### src/rtl/seq_bit_serializer_if.sv
// seq_bit_serializer_if: word load handshake plus serial bit stream toward the detector.
interface seq_bit_serializer_if #(
   parameter int WIDTH = 8
);
   logic [WIDTH-1:0] data_in;
   logic             load_valid;
   logic             load_ready;
   logic             out;
   logic             busy;
   logic             first;
   logic             last;
   modport master (
      output data_in, load_valid,
      input  load_ready, out, busy, first, last
   );
   modport slave (
      input  data_in, load_valid,
      output load_ready, out, busy, first, last
   );
endinterface

### src/rtl/seq_bit_serializer.sv
// seq_bit_serializer: double-buffered parallel-to-serial bit source, one bit per clock.
module seq_bit_serializer #(
   parameter int WIDTH     = 8,
   parameter bit MSB_FIRST = 1'b1,
   parameter bit IDLE_BIT  = 1'b0
) (
   input  logic                clk,
   input  logic                reset,
   seq_bit_serializer_if.slave bus
);
   localparam int CW = $clog2(WIDTH);
   localparam logic [CW-1:0] LAST_CNT = CW'(WIDTH - 1);
   typedef enum logic {IDLE, SHIFT} state_t;
   state_t           state_q, state_d;
   logic [WIDTH-1:0] hold_q, hold_d, shift_q, shift_d, shifted;
   logic             hold_full_q, hold_full_d;
   logic [CW-1:0]    cnt_q, cnt_d;
   logic             accept, last_bit, shifting, xfer;
   assign bus.load_ready = ~hold_full_q & ~reset;
   assign accept         = bus.load_valid & bus.load_ready;
   assign last_bit       = (state_q == SHIFT) && (cnt_q == LAST_CNT);
   assign shifting       = (state_q == SHIFT) && !last_bit;
   // the held word moves in when the shifter is empty or is on its final bit
   assign xfer           = hold_full_q && ((state_q == IDLE) || last_bit);
   assign shifted        = MSB_FIRST ? {shift_q[WIDTH-2:0], 1'b0} : {1'b0, shift_q[WIDTH-1:1]};
   always_comb begin
      hold_d      = accept ? bus.data_in : hold_q;
      hold_full_d = accept | (hold_full_q & ~xfer);
      state_d     = xfer ? SHIFT : (last_bit ? IDLE : state_q);
      cnt_d       = xfer ? '0 : (shifting ? cnt_q + CW'(1) : cnt_q);
      shift_d     = xfer ? hold_q : (shifting ? shifted : shift_q);
   end
   always_ff @(posedge clk or posedge reset) begin
      if (reset) begin
         state_q     <= IDLE;
         hold_q      <= '0;
         hold_full_q <= 1'b0;
         shift_q     <= '0;
         cnt_q       <= '0;
      end else begin
         state_q     <= state_d;
         hold_q      <= hold_d;
         hold_full_q <= hold_full_d;
         shift_q     <= shift_d;
         cnt_q       <= cnt_d;
      end
   end
   assign bus.busy  = (state_q == SHIFT);
   assign bus.out   = bus.busy ? (MSB_FIRST ? shift_q[WIDTH-1] : shift_q[0]) : IDLE_BIT;
   assign bus.first = bus.busy && (cnt_q == '0);
   assign bus.last  = last_bit;
endmodule

### src/flat_wrapper.sv
// flat-port wrapper written by rule: the top's interface ports become plain ports
module seq_bit_serializer_flat 
#(
   parameter int WIDTH     = 8,
   parameter bit MSB_FIRST = 1'b1,
   parameter bit IDLE_BIT  = 1'b0
)
  (clk, reset, bus_data_in, bus_load_valid, bus_load_ready, bus_out, bus_busy, bus_first, bus_last);
  seq_bit_serializer_if #(.WIDTH(WIDTH)) bus_i ();
  input  logic clk;
  input  logic reset;
  input wire logic [$bits(bus_i.data_in)-1:0] bus_data_in;
  input wire logic [$bits(bus_i.load_valid)-1:0] bus_load_valid;
  output wire logic [$bits(bus_i.load_ready)-1:0] bus_load_ready;
  output wire logic [$bits(bus_i.out)-1:0] bus_out;
  output wire logic [$bits(bus_i.busy)-1:0] bus_busy;
  output wire logic [$bits(bus_i.first)-1:0] bus_first;
  output wire logic [$bits(bus_i.last)-1:0] bus_last;
  assign bus_i.data_in = bus_data_in;
  assign bus_i.load_valid = bus_load_valid;
  assign bus_load_ready = bus_i.load_ready;
  assign bus_out = bus_i.out;
  assign bus_busy = bus_i.busy;
  assign bus_first = bus_i.first;
  assign bus_last = bus_i.last;
  seq_bit_serializer #(.WIDTH(WIDTH), .MSB_FIRST(MSB_FIRST), .IDLE_BIT(IDLE_BIT)) u_core (.clk(clk), .reset(reset), .bus(bus_i));
endmodule
### config.mk
export PLATFORM = sky130hd
export DESIGN_NAME = seq_bit_serializer_flat
export DESIGN_NICKNAME = d
export VERILOG_FILES = /design/src/rtl/seq_bit_serializer_if.sv /design/src/rtl/seq_bit_serializer.sv /design/src/flat_wrapper.sv
export SDC_FILE = /design/constraint.sdc
export NUM_CORES = 1
export LEC_CHECK = 0
export CORE_ASPECT_RATIO = 1.25
export CORE_MARGIN = 8
export CORE_UTILIZATION = 54
export CTS_CLUSTER_SIZE = 24
export DETAILED_ROUTE_END_ITERATION = 6
export GPL_ROUTABILITY_DRIVEN = 1
export PLACE_DENSITY_LB_ADDON = 0.25
export RECOVER_POWER = 100
export SYNTH_ARGS = -nofsm -noshare
export SYNTH_HDL_FRONTEND = slang
export SYNTH_SLANG_ARGS = --single-unit
### constraint.sdc
create_clock -name clk -period 3.69 [get_ports clk]
set_input_delay 0.369 -clock clk [delete_from_list [all_inputs] [get_ports clk]]
set_output_delay 0.369 -clock clk [all_outputs]
set_load 0.02 [all_outputs]
======== After elaboration in Yosys (flattened, before gate mapping) ========
Cells that the tools add are included.
word-level totals
  register bits ........................... 21
  bits in latches ......................... 0
  memory bits (writable) .................. 0
  memory bits (read-only) ................. 0
  input bits .............................. 11
  output and inout port bits .............. 5
  logic and storage cells ................. 31
  memories kept ........................... 0
operators by class
  $add $sub $neg .......................... 1
  multiply operators ...................... 0
  div/mod/pow operators ................... 0
  magnitude comparators ................... 0
  equality and inequality tests ........... 1
  shifts and indexed selects .............. 0
  multiplexer cells ....................... 7
  bitwise logic cells ..................... 8
  reductions and logical operators ........ 9
operator list
  kind                                          count
  two-way mux 8 bit                             2
  two-way mux 3 bit                             2
  logical AND 1 bit                             4
  inverter 1 bit                                4
  nonzero test 2 bit                            2
  adder 3 x 1 -> 3 bit (second input constant)  1
  bitwise AND 1 bit                             3
  equality test 3 bit (second input constant)   1
  zero test 3 bit                               1
  two-way mux 1 bit                             3
  zero test 1 bit                               1
  logical OR 1 bit                              1
  OR 1 bit                                      1

======== Depth between registers and ports, before layout ========
  word-level depth ........................ 7
  mapped depth ............................ 6
  gate-level depth less buffers ........... 5

======== Worst setup path before layout ========
OpenSTA, ideal clock, no wires.
  path kind ............................... reg-to-reg
  start ................................... register u_core.hold_full_q
  end ..................................... register u_core.hold_q[0]
  setup time .............................. 125 ps
  arrival time ............................ 1335 ps
  slack ................................... 2230 ps
  cell stages (with the launch flop) ...... 5
  period minus slack after synthesis ...... 1460 ps
  path through ............................ dfrtp_1 -> nor2_1 -> and2_1 -> buf_6 -> mux2_4
between the ends
  longest elaborated chain between the ends .. 3
ends and longest elaborated chain
  what                      line                      text
  start: declaration        seq_bit_serializer.sv:16  logic hold_full_q, hold_full_d;
  start signal: assignment  seq_bit_serializer.sv:43  hold_full_q <= hold_full_d;
  inverter 1 bit            seq_bit_serializer.sv:19  assign bus.load_ready = ~hold_full_q & ~reset;
  bitwise AND 1 bit         seq_bit_serializer.sv:19
  net bus_load_ready        flat_wrapper.sv:14        output wire logic [$bits(bus_i.load_ready)-1:0] bus_load_ready;
  bitwise AND 1 bit         seq_bit_serializer.sv:20  assign accept = bus.load_valid & bus.load_ready;
  end signal: assignment    seq_bit_serializer.sv:42  hold_q <= hold_d;
  end: declaration          seq_bit_serializer.sv:15  logic [WIDTH-1:0] hold_q, hold_d, shift_q, shift_d, shifted;
The timed path passes the listed nets, and every way through them passes these cells.
A chain may end at the register's enable or synchronous reset.

======== Worst setup path in the final report ========
  start ................................... register u_core.cnt_q[0]
  end ..................................... output port bus_last
between the ends
  longest elaborated chain between the ends .. 2
ends and longest elaborated chain
  what                      line                      text
  start: declaration        seq_bit_serializer.sv:17  logic [CW-1:0] cnt_q, cnt_d;
  start signal: assignment  seq_bit_serializer.sv:45  cnt_q <= cnt_d;
  equality test 3 bit       seq_bit_serializer.sv:21  assign last_bit = (state_q == SHIFT) && (cnt_q == LAST_CNT);
  logical AND 1 bit         seq_bit_serializer.sv:21
  end: declaration          flat_wrapper.sv:18        output wire logic [$bits(bus_i.last)-1:0] bus_last;
No other way between the ends.

==> run_results.csv <==
group,metric,value,unit
power,seq_power_share,0.489,
floorplanning,start_util,0.559,
sta,fin_setup_tns,0,ps
sta,hold_viol,0,
floorplanning,die_x,53.5,µm
cells_and_area,insertedDiodeCount,0,
logic_synthesis,synth-adder-area-share,0.0395,
power,clockPowerShare,0.127,
logic_synthesis,synth_xor_area_frac,0,
sta,whs,496,ps
global_routing,grt_max_degree,23,
floorplanning,die_h,62.9,µm
sta,relSlewSlack,0.480,
logic_synthesis,synth_top_area_cell,"dfrtp_1",
power,power.density,766,nW/µm²
clock_network,cts_tree,"yes",
sta,rsz0062_at_grt,"no",
clock_network,path_clk_slew,120,ps
clock_network,cts_root_buf,"clkbuf_4",
route,vias,579,
place,portBuffers,15,
logic_synthesis,synth_flop_cell,"dfrtp_1",
logic_synthesis,ys_seq_area_frac,0.553,
clock_network,htree_levels,1,
power,p_int,0.535,mW
power,combPwrFrac,0.384,
floorplanning,ioPinCount,16,
cells_and_area,fin_cells,113,
place,gp_congestion,0.650,
logic_synthesis,avgSynthCellArea,12.2,µm²
global_routing,grt_pass1_wl,2610,µm
critical_path,critPathRequiredTime,3320,ps
global_routing,met3_usage,0.0214,
sta,max_freq,449,MHz
clock_network,postCtsSetupRepairBufs,0,
logic_synthesis,synth_mux_area_frac,0.211,
sta,finalCritPeriodShare,0.603,
global_routing,grt_overflow_total,0,
logic_synthesis,synthSimpleGateAreaFrac,0.0947,
critical_path,critPathLaunchType,"flop",
power,switching_share,0.367,
clock_network,cts_buffer_depth,2,
place,placed_cells,109,
global_routing,grt_util_met1,0.123,
logic_synthesis,yosysMostFrequentCell,"dfrtp_1",
clock_network,cts_resized,0,
job,drv_cap,0,
floorplanning,core-area,1700,µm²
logic_synthesis,ys_ff_latch,21,
hold_path,hold_path.class,"reg -> reg",
route,wirelength,1480,µm
global_routing,track_usage,0.0978,
power,p_sw,0.310,mW
logic_synthesis,synth_top_cell_area_share,0.553,
clock_network,clkLatencyLatePin,300,ps
sta,tightest_slew,780,ps
cells_and_area,area_growth,16.1,%
route,drt-initial-drc-count,6,
power,leakage,0.522,nW
critical_path,worst-path-max-fanout,2,
logic_synthesis,yosysUniqueCellTypes,16,
floorplanning,rows,17,
sta,min_period,2230,ps
global_routing,antenna_found_initial,0,
route,first_pass_iters,3,
cells_and_area,drive_above_1_share,0.0532,
logic_synthesis,async_flop_share,1.00,
logic_synthesis,post_synth_instance_area,951,µm²
route,wl_per_cell,13.1,µm
logic_synthesis,synth_top_family_by_area,"multiplexers",
floorplanning,dieArea,3370,µm²
logic_synthesis,yosys-top-cells-count,"dfrtp_1 (21), nand2_1 (11), o21ai_1 (9), mux2_4 (8), mux2i_1 (8)",
clock_network,cts_buffers,3,
critical_path,worstPathArrival,1860,ps
logic_synthesis,synth_area_leaders,"dfrtp_1 (55%), mux2_4 (13%), mux2i_1 (8.4%)",
sta,finClkSkew,4.48,ps
place,dp_hpwl,1090,µm
logic_synthesis,netlist_instances,78,
route,postRouteAntennaNets,0,
clock_network,cts_hold_buffers,0,
clock_network,clock-sinks,21,
outcome,outcome,"finished clean",
logic_synthesis,synthesis.nets,92,
route,drc_errors,0,
cells_and_area,final_nets,109,
route,vias_per_cell,5.12,
global_routing,grt-busiest-layer,"met2",
global_routing,grt_pass1_vias,613,
sta,drv_slew,0,
logic_synthesis,synth_compound_area_frac,0.0632,
logic_synthesis,synth-edff-count,0,
global_routing,grt_use_met2,0.150,
logic_synthesis,ys.warnings.count,0,
critical_path,end_kind,"output port",
critical_path,worstSetupPathType,"reg -> out",
power,vdd_drop_max,0.000478,V
sta,setup_violations,0,
[placed cells by master (no fill, tap or decap)]
cell type        instances
mux2i_1                  8
o21ai_0                  9
nand2b_1                 1
a21o_1                   1
clkbuf_1                 1
ha_1                     3
clkdlybuf4s50_1          9
inv_1                    3
dfrtp_1                 21
and2_1                   2
and2_0                   1
o31ai_1                  1
clkbuf_4                 3
nand2_1                 11
mux2_1                   7
dlygate4sd3_1            6
nor2b_1                  1
or2_0                    1
mux2_4                   1
nor2_1                   3
clkinv_2                 1
[critical path: stages (launching register included)]
cell	delay [ps]
dfrtp_1	400
ha_1	200
ha_1	190
and2_1	150
dlygate4sd3_1	640
[layout make-up]
class	instances	area, µm²
sequential	21	526
multi-input combinational	50	362
timing repair buffer	16	154
clock inverter	1	5.00
clock buffer	3	22.5
fill	148	598
inverter	3	11.3
tap	19	23.8
[logic make-up after synthesis]
group                      Yosys count
DFF                                 21
and+or+nand+nor                     20
muxes                               16
AOI/OAI and AO/OA                   11
buffers and inverters                7
adders and majority gates            3
[flip-flops by register name, summed over array words and instances (netlist names)]
register / flops
u_core.shift_q: 8
u_core.bus.busy: 1
u_core.hold_q: 8
u_core.cnt_q: 3
u_core.hold_full_q: 1
[routing by layer]
layer	share of wire	vias to the layer above
met5	0	-
met4	0.011	0
met3	0.042	2
met2	0.48	8
met1	0.47	279
li1	-	290
[power by group through the flow]
| stage | Sequential (mW) | Clock (mW) | Combinational (mW) |
|---|---|---|---|
| after floorplan | 0.385 | 0 | 0.321 |
| after global placement | 0.419 | 0 | 0.380 |
| after detailed placement | 0.420 | 0 | 0.391 |
| after CTS | 0.417 | 0.110 | 0.392 |
| after global routing | 0.429 | 0.117 | 0.370 |
| final | 0.414 | 0.108 | 0.324 |
[metrics by stage]
| step | instance area (µm²) | total power, mW | setup slack, ps | util |
|---|---|---|---|---|
| floorplan | 951 | 0.706 | 2230 | - |
| global placement | 1110 | 0.798 | 1800 | 0.650 |
| detailed placement | 1110 | 0.811 | 1760 | 0.650 |
| CTS | 1130 | 0.919 | 1550 | 0.666 |
| global route | 1100 | 0.917 | 1400 | 0.649 |
| finish | 1100 | 0.846 | 1460 | 0.649 |
[path summary, 6_finish.rpt]
path / startpoint / endpoint / slack, ps / cells after the start
setup / recovery: u_core.cnt_q[0] / bus_last / 1460 / 4
hold / removal: u_core.shift_q[6] / u_core.shift_q[7] / 500 / 2
setup reg to reg: u_core.cnt_q[0] / u_core.cnt_q[0] / 1790 / 6
hold reg to reg: u_core.shift_q[6] / u_core.shift_q[7] / 500 / 2
max in group asynchronous: reset / u_core.cnt_q[1] / 2550 / 2
min in group asynchronous: reset / u_core.shift_q[3] / 670 / 2
Note: power is estimated with default switching activity, not from simulation.
